<file path="config.mk">
export PLATFORM = sky130hd
export DESIGN_NAME = ibex_xif_imem_arbiter
export DESIGN_NICKNAME = d
export VERILOG_FILES = /design/src/rtl/ibex_xif_imem_arbiter.sv
export SDC_FILE = /design/constraint.sdc
export NUM_CORES = 1
export LEC_CHECK = 0
export BUFFER_PORTS_ARGS = -buffer_cell sky130_fd_sc_hd__buf_2
export CAP_MARGIN = 20
export CORE_MARGIN = 10
export CORE_UTILIZATION = 27
export DETAILED_ROUTE_END_ITERATION = 6
export PLACE_DENSITY = 0.8
export SYNTH_ARGS = -nofsm -noshare
export SYNTH_HDL_FRONTEND = slang
export SYNTH_SLANG_ARGS = --single-unit
</file>
<file path="constraint.sdc">
create_clock -name clk -period 1.6 [get_ports clk]
set_input_delay 0 -clock clk [delete_from_list [all_inputs] [get_ports clk]]
set_output_delay 0 -clock clk [all_outputs]
set_load 0.005 [all_outputs]
</file>
<file path="src/rtl/ibex_xif_imem_arbiter.sv">
// Two-host round-robin arbiter for a shared instruction-memory bus.
// Tracks the issuing host of every granted request in an in-order ID FIFO so
// each response is routed back to its requester.
// Optional checking: define IBEX_XIF_IMEM_ARB_CHECK_EN to enable the sticky
// unexp_rsp_o flag and the protocol assertions.
module ibex_xif_imem_arbiter #(
  parameter int unsigned NUM_OUTSTANDING = 2,
  parameter int unsigned CW              = $clog2(NUM_OUTSTANDING + 1)
) (
  input  logic          clk,
  input  logic          rst_n,
  input  logic          h0_req_i,
  input  logic [31:0]   h0_addr_i,
  output logic          h0_gnt_o,
  output logic          h0_rvalid_o,
  output logic [31:0]   h0_rdata_o,
  output logic          h0_err_o,
  input  logic          h1_req_i,
  input  logic [31:0]   h1_addr_i,
  output logic          h1_gnt_o,
  output logic          h1_rvalid_o,
  output logic [31:0]   h1_rdata_o,
  output logic          h1_err_o,
  output logic          mem_req_o,
  output logic [31:0]   mem_addr_o,
  input  logic          mem_gnt_i,
  input  logic          mem_rvalid_i,
  input  logic [31:0]   mem_rdata_i,
  input  logic          mem_err_i,
  output logic [CW-1:0] outstanding_o,
  output logic          unexp_rsp_o
);

  localparam int unsigned PW = (NUM_OUTSTANDING > 1) ? $clog2(NUM_OUTSTANDING) : 1;

  logic                       prio_q;
  logic                       lock_valid_q, lock_host_q;
  logic [NUM_OUTSTANDING-1:0] fifo_q;
  logic [PW-1:0]              rd_ptr_q, wr_ptr_q;
  logic [CW-1:0]              count_q, count_d;

  logic sel, sel_req, not_full, push, pop, head;

  // Host selection: a stalled request stays locked to its host until granted.
  always_comb begin
    sel = 1'b0;
    if (lock_valid_q) begin
      sel = lock_host_q;
    end else if (h0_req_i && h1_req_i) begin
      sel = prio_q;
    end else if (h1_req_i) begin
      sel = 1'b1;
    end
    sel_req = sel ? h1_req_i : h0_req_i;
  end

  // Fullness uses the registered count only, so rvalid never feeds mem_req_o.
  assign not_full   = count_q < CW'(NUM_OUTSTANDING);
  assign mem_req_o  = rst_n & sel_req & not_full;
  assign mem_addr_o = sel ? h1_addr_i : h0_addr_i;
  assign h0_gnt_o   = mem_gnt_i & mem_req_o & ~sel;
  assign h1_gnt_o   = mem_gnt_i & mem_req_o & sel;

  assign push = mem_req_o & mem_gnt_i;
  assign pop  = mem_rvalid_i & (count_q != '0);
  assign head = fifo_q[rd_ptr_q];

  assign h0_rvalid_o   = pop & ~head;
  assign h1_rvalid_o   = pop & head;
  assign h0_rdata_o    = mem_rdata_i;
  assign h1_rdata_o    = mem_rdata_i;
  assign h0_err_o      = mem_err_i;
  assign h1_err_o      = mem_err_i;
  assign outstanding_o = count_q;

  // Outstanding count: push and pop in the same cycle cancel.
  always_comb begin
    count_d = count_q;
    if (push && !pop) begin
      count_d = count_q + CW'(1);
    end else if (pop && !push) begin
      count_d = count_q - CW'(1);
    end
  end

  // Arbitration state: round-robin pointer and request lock.
  always_ff @(posedge clk or negedge rst_n) begin
    if (!rst_n) begin
      prio_q       <= 1'b0;
      lock_valid_q <= 1'b0;
      lock_host_q  <= 1'b0;
    end else begin
      lock_valid_q <= mem_req_o & ~mem_gnt_i;
      lock_host_q  <= sel;
      if (push) begin
        prio_q <= ~sel;
      end
    end
  end

  // In-order ID FIFO recording which host owns each outstanding request.
  always_ff @(posedge clk or negedge rst_n) begin
    if (!rst_n) begin
      fifo_q   <= '0;
      rd_ptr_q <= '0;
      wr_ptr_q <= '0;
      count_q  <= '0;
    end else begin
      count_q <= count_d;
      if (push) begin
        fifo_q[wr_ptr_q] <= sel;
        wr_ptr_q <= (wr_ptr_q == PW'(NUM_OUTSTANDING - 1)) ? '0 : wr_ptr_q + PW'(1);
      end
      if (pop) begin
        rd_ptr_q <= (rd_ptr_q == PW'(NUM_OUTSTANDING - 1)) ? '0 : rd_ptr_q + PW'(1);
      end
    end
  end

`ifdef IBEX_XIF_IMEM_ARB_CHECK_EN
  logic unexp_q;

  // Sticky flag for a response arriving with nothing outstanding.
  always_ff @(posedge clk or negedge rst_n) begin
    if (!rst_n) begin
      unexp_q <= 1'b0;
    end else if (mem_rvalid_i && (count_q == '0)) begin
      unexp_q <= 1'b1;
    end
  end

  assign unexp_rsp_o = unexp_q;

  a_no_unexp_rsp: assert property (@(posedge clk) disable iff (!rst_n)
    !(mem_rvalid_i && (count_q == '0)));
  a_gnt_onehot: assert property (@(posedge clk) disable iff (!rst_n)
    !(h0_gnt_o && h1_gnt_o));
  a_addr_stable: assert property (@(posedge clk) disable iff (!rst_n)
    (mem_req_o && !mem_gnt_i) |=> $stable(mem_addr_o));
`else
  assign unexp_rsp_o = 1'b0;
`endif

endmodule

</file>
==> run_results.csv, run 1 <==
group,metric,value,unit
setup_path,start_kind,"register",
logic_synthesis,synth_nets,249,
finish,nNetsFinal,307,
setup_path,cp.required,1.60,ns
setup_path,endpoint_kind,"primary output",
logic_synthesis,synth_edf_count,0,
pwr,swShare,0.330,
sta,rsz0062_at_grt,"yes",
floorplanning,die_h,91.5,um
routing,routed_wl,5030,um
grt,grt_pass1_wl,7180,um
sta,fin_crit_sh,1.06,
finish,layout-drive-gt1-share,0.802,
routing,viasPerCell,4.37,
pwr,power_density,1030,nW/um^2
pwr,p_int,0.00140,W
pwr,peakVddDrop,685,uV
min_path,hold_class,"in -> out",
pwr,p_clk_frac,0.126,
logic_synthesis,ys_warn_count,0,
clock_tree,insertion_delay,0.23,ns
logic_synthesis,syn_area,1380,um^2
job,drv_cap,0,
pwr,comb_power_share,0.669,
setup_path,cp_max_fo,6,
sta,period_needed,1.69,ns
grt,grtUsageTotal,0.104,
logic_synthesis,synth.most_common_cell,"buf_4",
placement,gp_congestion,0.755,
logic_synthesis,syn_inst,145,
status,violations,"setup timing",
routing,dr_total_vias,1175,
setup_path,cp.arrival,1.69,ns
logic_synthesis,synth_top_area_cell,"buf_4",
grt,antenna_found_initial,0,
placement,dp.cells,257,
pwr,p_switching,0.000688,W
logic_synthesis,synthTopCellsByArea,"buf_4 38%, mux2_1 27%, dfrtp_1 16%",
finish,fill_cells,469,
sta,setup_viol,31,
routing,ant_nets,0,
sta,setup_ws,-0.0947,ns
floorplanning,core,4850,um^2
grt,grt_pass1_vias,1331,
sta,fin_setup_tns,-1.80,ns
status,outcome,"finished, violations left",
clock_tree,cts_made_buffers,3,
clock_tree,cts.path.max_buffers,2,
finish,final_cells,269,
finish,antenna_cells_inserted,0,
clock_tree,path_clk_slew,0.04,ns
routing,drt-pass1-iter-count,4,
clock_tree,cts-root-buf,"clkbuf_8",
pwr,pwr-share-seq,0.204,
finish,syn_to_final_growth,46.0,%
placement,hpwl,3850,um
floorplanning,ioPinCount,209,
grt,grt_start_max_net_pins,14,
floorplanning,start_util,0.285,
grt,globalRouteOverflowTotal,0,
logic_synthesis,syn_area_per_cell,9.53,um^2
sta,fmax,590,MHz
clock_tree,cts.sinks,9,
logic_synthesis,ys_types,25,
sta,hold_viol_final,0,
routing,drc_errors,0,
sta,fin_skew,0.00193,ns
placement,io_buffers,108,
logic_synthesis,yosysTopAreaCellShare,0.375,
sta,hold_slack,0.00000217,ns
logic_synthesis,synthTopCellsByCount,"69 x buf_4, 33 x mux2_1, 9 x dfrtp_1",
finish,post-route-util,0.416,
routing,first_iter_violations,16,
logic_synthesis,yosysSeqAreaShare,0.163,
clock_tree,cts_tree,"done",
setup_path,path_class,"reg -> out",
floorplanning,die_w,91.5,um
routing,wl_per_cell,18.7,um
floorplanning,die_area,8380,um^2
logic_synthesis,synth.ff_latch_count,9,
sta,finalMaxSlewViolations,0,
logic_synthesis,synth_async_sr_flop_share,1.00,
clock_tree,cts_max_level,1,
logic_synthesis,synth_top_flop_cell,"dfrtp_1",
floorplanning,fp-row-count,25,
pwr,leakagePower,1.07,nW
[layer usage]
layer / vias to the layer above / wire (um) / track usage
li1: 528 / - / -
met1: 541 / 1950 / 0.112
met2: 95 / 2390 / 0.168
met3: 11 / 646 / 0.0667
met4: 0 / 46 / 0.0222
met5: - / 0 / 0
[worst max-delay path: stages, from the launching register on]
cell and delay, ns:
dfrtp_1 0.38, nand2b_4 0.15, o21ai_4 0.20, buf_12 0.15
clkbuf_16 0.15, mux2_4 0.30, buf_6 0.12
[kinds of logic after synthesis]
| group | Yosys count | synth area share |
|---|---|---|
| adders and majority gates | 1 | 0.00906 |
| xor gates and xnor gates | 5 | 0.0317 |
| muxes | 36 | 0.294 |
| AOI/OAI and AO/OA | 3 | 0.0136 |
| other | 1 | 0.00271 |
| buffers and inverters | 72 | 0.389 |
| and+or+nand+nor | 18 | 0.0960 |
| DFF | 9 | 0.163 |
[cells in the final DEF, fill, tap and decap left out, types with 3 or more instances in the layout]
cell type	synthesis	routed
buf_2	1	80
buf_4	69	9
buf_6	1	29
clkbuf_8	0	3
dfrtp_1	9	9
mux2_1	33	5
mux2_4	1	29
xor2_1	3	3
[final cells by class]
| cell class | instances | area (um^2) | share of cell area |
|---|---|---|---|
| multi-input cells | 64 | 744 | 0.369 |
| well taps | 67 | 83.8 | 0.0416 |
| inverters | 1 | 3.75 | 0.00186 |
| flip-flops and latches | 9 | 225 | 0.112 |
| clock buffers | 4 | 45.0 | 0.0223 |
| repair buffers | 124 | 915 | 0.453 |
[state kept, by name (all words and copies together), names as in the netlist]
signal,cells
wr_ptr_q,1
prio_q,1
lock_valid_q,1
fifo_q,2
rd_ptr_q,1
lock_host_q,1
outstanding_o,2
[through the flow]
stage / power, W / worst slack [ns] / area [um^2]
detailed placement: 0.00135 / 0.0230 / 1560
floorplan: 0.00105 / 0.00474 / 1380
global placement: 0.00132 / 0.0518 / 1560
global route: 0.00223 / -0.162 / 2020
CTS: 0.00196 / -0.0725 / 1880
finish: 0.00209 / -0.0947 / 2020
[power by group through the flow]
stage / Combinational [W] / Sequential [W] / Clock [W]
global route: 0.00150 / 0.000438 / 0.000290
finish: 0.00140 / 0.000426 / 0.000264
CTS: 0.00127 / 0.000425 / 0.000272
floorplan: 0.000634 / 0.000414 / 0
global placement: 0.000904 / 0.000416 / 0
detailed placement: 0.000920 / 0.000425 / 0
[repair_timing]
item / in CTS / in global routing
gates cloned: 2 / 1
hold endpoints to repair: 10 / 0
resized for setup: 38 / 24
hold buffers: 2 / 0
setup buffers: 3 / 1
pin swaps: 1 / 2
setup endpoints to repair: 32 / 36
[final timing paths]
path / start / endpoint / slack, ns / cells past startpoint
worst max-delay path: lock_valid_q / mem_addr_o[29] / -0.09 / 6
worst max register to register: lock_valid_q / fifo_q[0] / 0 / 4
min in group asynchronous: rst_n / lock_valid_q / 0.22 / 3
worst min register to register: rd_ptr_q / rd_ptr_q / 0.50 / 1
max in group asynchronous: rst_n / rd_ptr_q / 1.24 / 3
worst min-delay path: mem_rdata_i[10] / h1_rdata_o[10] / 0.000002 / 0
(Power assumes the default switching activity.)
==> run 2, diff against run 1 <==
Settings changed: REMOVE_ABC_BUFFERS set to 1, SKIP_CTS_REPAIR_TIMING set to 1.
==> run 2 against run 1 <==
  * Largest power group unchanged
  * Die area stayed put
  * Via count rose by 9.3%
  * Clock power increased by 2%
  * Wire length up 65%
  * Maximum frequency decreased by 2.6%
  * The run still ends with setup timing left
  * Non-clock buffer count is 6 higher
  * Core utilization grew 1.9 points
  * Critical path depth stayed put
  * First-iteration DRC count fell by 25%
  * Register-to-register slack about the same
  * Largest cell class unchanged
  * Clock skew increased by 0.0018 ns
  * Design area is 4.5% higher
==> run_results.csv, run 2 (synthesis results as in run 1) <==
group,metric,value,unit
floorplanning,die_area,8380,um^2
grt,grt_pass1_wl,10300,um
status,outcome,"finished, violations left",
placement,post-place-ws,0.0176,ns
routing,dr_total_vias,1284,
routing,drt-pass1-iter-count,4,
floorplanning,start_util,0.285,
grt,grtUsageTotal,0.170,
finish,fill_cells,462,
sta,setup_ws,-0.140,ns
pwr,peakVddDrop,402,uV
routing,routed_wl,8310,um
setup_path,path_class,"reg -> out",
clock_tree,cts_tree,"done",
placement,place_area,1550,um^2
finish,final_common_cell,"buf_2",
routing,viasPerCell,4.67,
sta,finalMaxSlewViolations,0,
floorplanning,fp-row-count,25,
setup_path,cp.arrival,1.74,ns
clock_tree,cts.path.max_buffers,2,
sta,fin_crit_sh,1.09,
status,violations,"setup timing",
placement,gp_congestion,0.860,
pwr,leakagePower,1.13,nW
sta,fmax,575,MHz
clock_tree,cts-root-buf,"clkbuf_8",
finish,syn_to_final_growth,52.5,%
floorplanning,core,4850,um^2
finish,nNetsFinal,313,
grt,globalRouteOverflowTotal,0,
finish,fin_area,2110,um^2
placement,hpwl,6960,um
sta,setup_viol,33,
clock_tree,cts_made_buffers,3,
sta,period_needed,1.74,ns
grt,grt_start_max_net_pins,37,
clock_tree,cts.sinks,9,
floorplanning,ioPinCount,209,
finish,antenna_cells_inserted,0,
min_path,hold_start,"mem_rdata_i[16]",
clock_tree,insertion_delay,0.24,ns
setup_path,r2r_start,"lock_valid_q",
routing,wl_per_cell,30.2,um
setup_path,crit_start,"lock_valid_q",
min_path,hold_class,"in -> out",
pwr,power,0.00220,W
placement,io_buffers,108,
routing,ant_nets,0,
setup_path,cp.required,1.60,ns
setup_path,endpoint_kind,"primary output",
sta,rsz0062_at_grt,"yes",
floorplanning,die_h,91.5,um
grt,antenna_found_initial,0,
sta,fin_skew,0.00373,ns
placement,dp.cells,256,
setup_path,cp_max_fo,8,
finish,layout-drive-gt1-share,0.822,
routing,first_iter_violations,12,
finish,mostFrequentLayoutCells,"79 x buf_2, 33 x mux2_4, 33 x buf_6",
job,drv_cap,0,
floorplanning,die_w,91.5,um
routing,drc_errors,0,
clock_tree,path_clk_slew,0.04,ns
setup_path,start_kind,"register",
clock_tree,cts_max_level,1,
pwr,power_density,1050,nW/um^2
finish,final_cells,275,
sta,hold_viol_final,0,
grt,grt_pass1_vias,1489,
run 2: cell types whose count changed in the layout (fill, tap and decap cells not counted), moves of 2 or more:
cell / change
buf_6: +4
mux2_1: -4
mux2_4: +4
buf_16: -2
clkbuf_16: +2
run 2: final timing paths:
kind / slack (ns) / cells after the start / end
setup / recovery: -0.14 / 6 / mem_addr_o[14]
hold / removal: 0.00003 / 0 / h1_rdata_o[16]
setup reg to reg: 0.01 / 4 / fifo_q[0]
hold reg to reg: 0.49 / 1 / rd_ptr_q
max in group asynchronous: 1.23 / 3 / fifo_q[1]
min in group asynchronous: 0.22 / 3 / wr_ptr_q
run 2: power by group:
group / switching [W] / internal [W] / total [W]
Clock: 0.0000952 / 0.000174 / 0.000269
Combinational: 0.000531 / 0.000978 / 0.00151
Sequential: 0.0000951 / 0.000330 / 0.000425
run 2: area by class of cell:
| class | instances | area [um^2] | area share |
|---|---|---|---|
| Timing Repair Buffer | 130 | 992 | 0.471 |
| Multi-Input combinational cell | 64 | 757 | 0.359 |
| Sequential cell | 9 | 225 | 0.107 |
| Tap cell | 67 | 83.8 | 0.0398 |
| Clock buffer | 4 | 45.0 | 0.0214 |
| Inverter | 1 | 3.75 | 0.00178 |
run 2: routing by layer:
metal  up-vias  part of all wire  GRT usage
met1       571              0.30      0.143
li1        538                 -          -
met5         -            0.0073     0.0595
met3         9              0.23      0.188
met2       164              0.45      0.261
met4         2             0.013     0.0431
run 2: critical path, cell delays in order, from the launching register on:
cell and delay, ns:
dfrtp_1 0.39, nand2b_4 0.15, o21ai_4 0.22, clkbuf_16 0.19, buf_12 0.12, mux2_4 0.30
buf_6 0.12
run 2: per-stage QoR:
stage / setup TNS, ns / utilization / hold slack [ns]
after floorplan: -37.15 / - / -0.296
after global placement: 0 / 0.319 / -0.0680
final: -3.74 / 0.435 / 0.0000320
after global routing: -6.70 / 0.435 / 0.0000287
after CTS: -4.94 / 0.329 / -0.312
after detailed placement: 0 / 0.319 / -0.0551
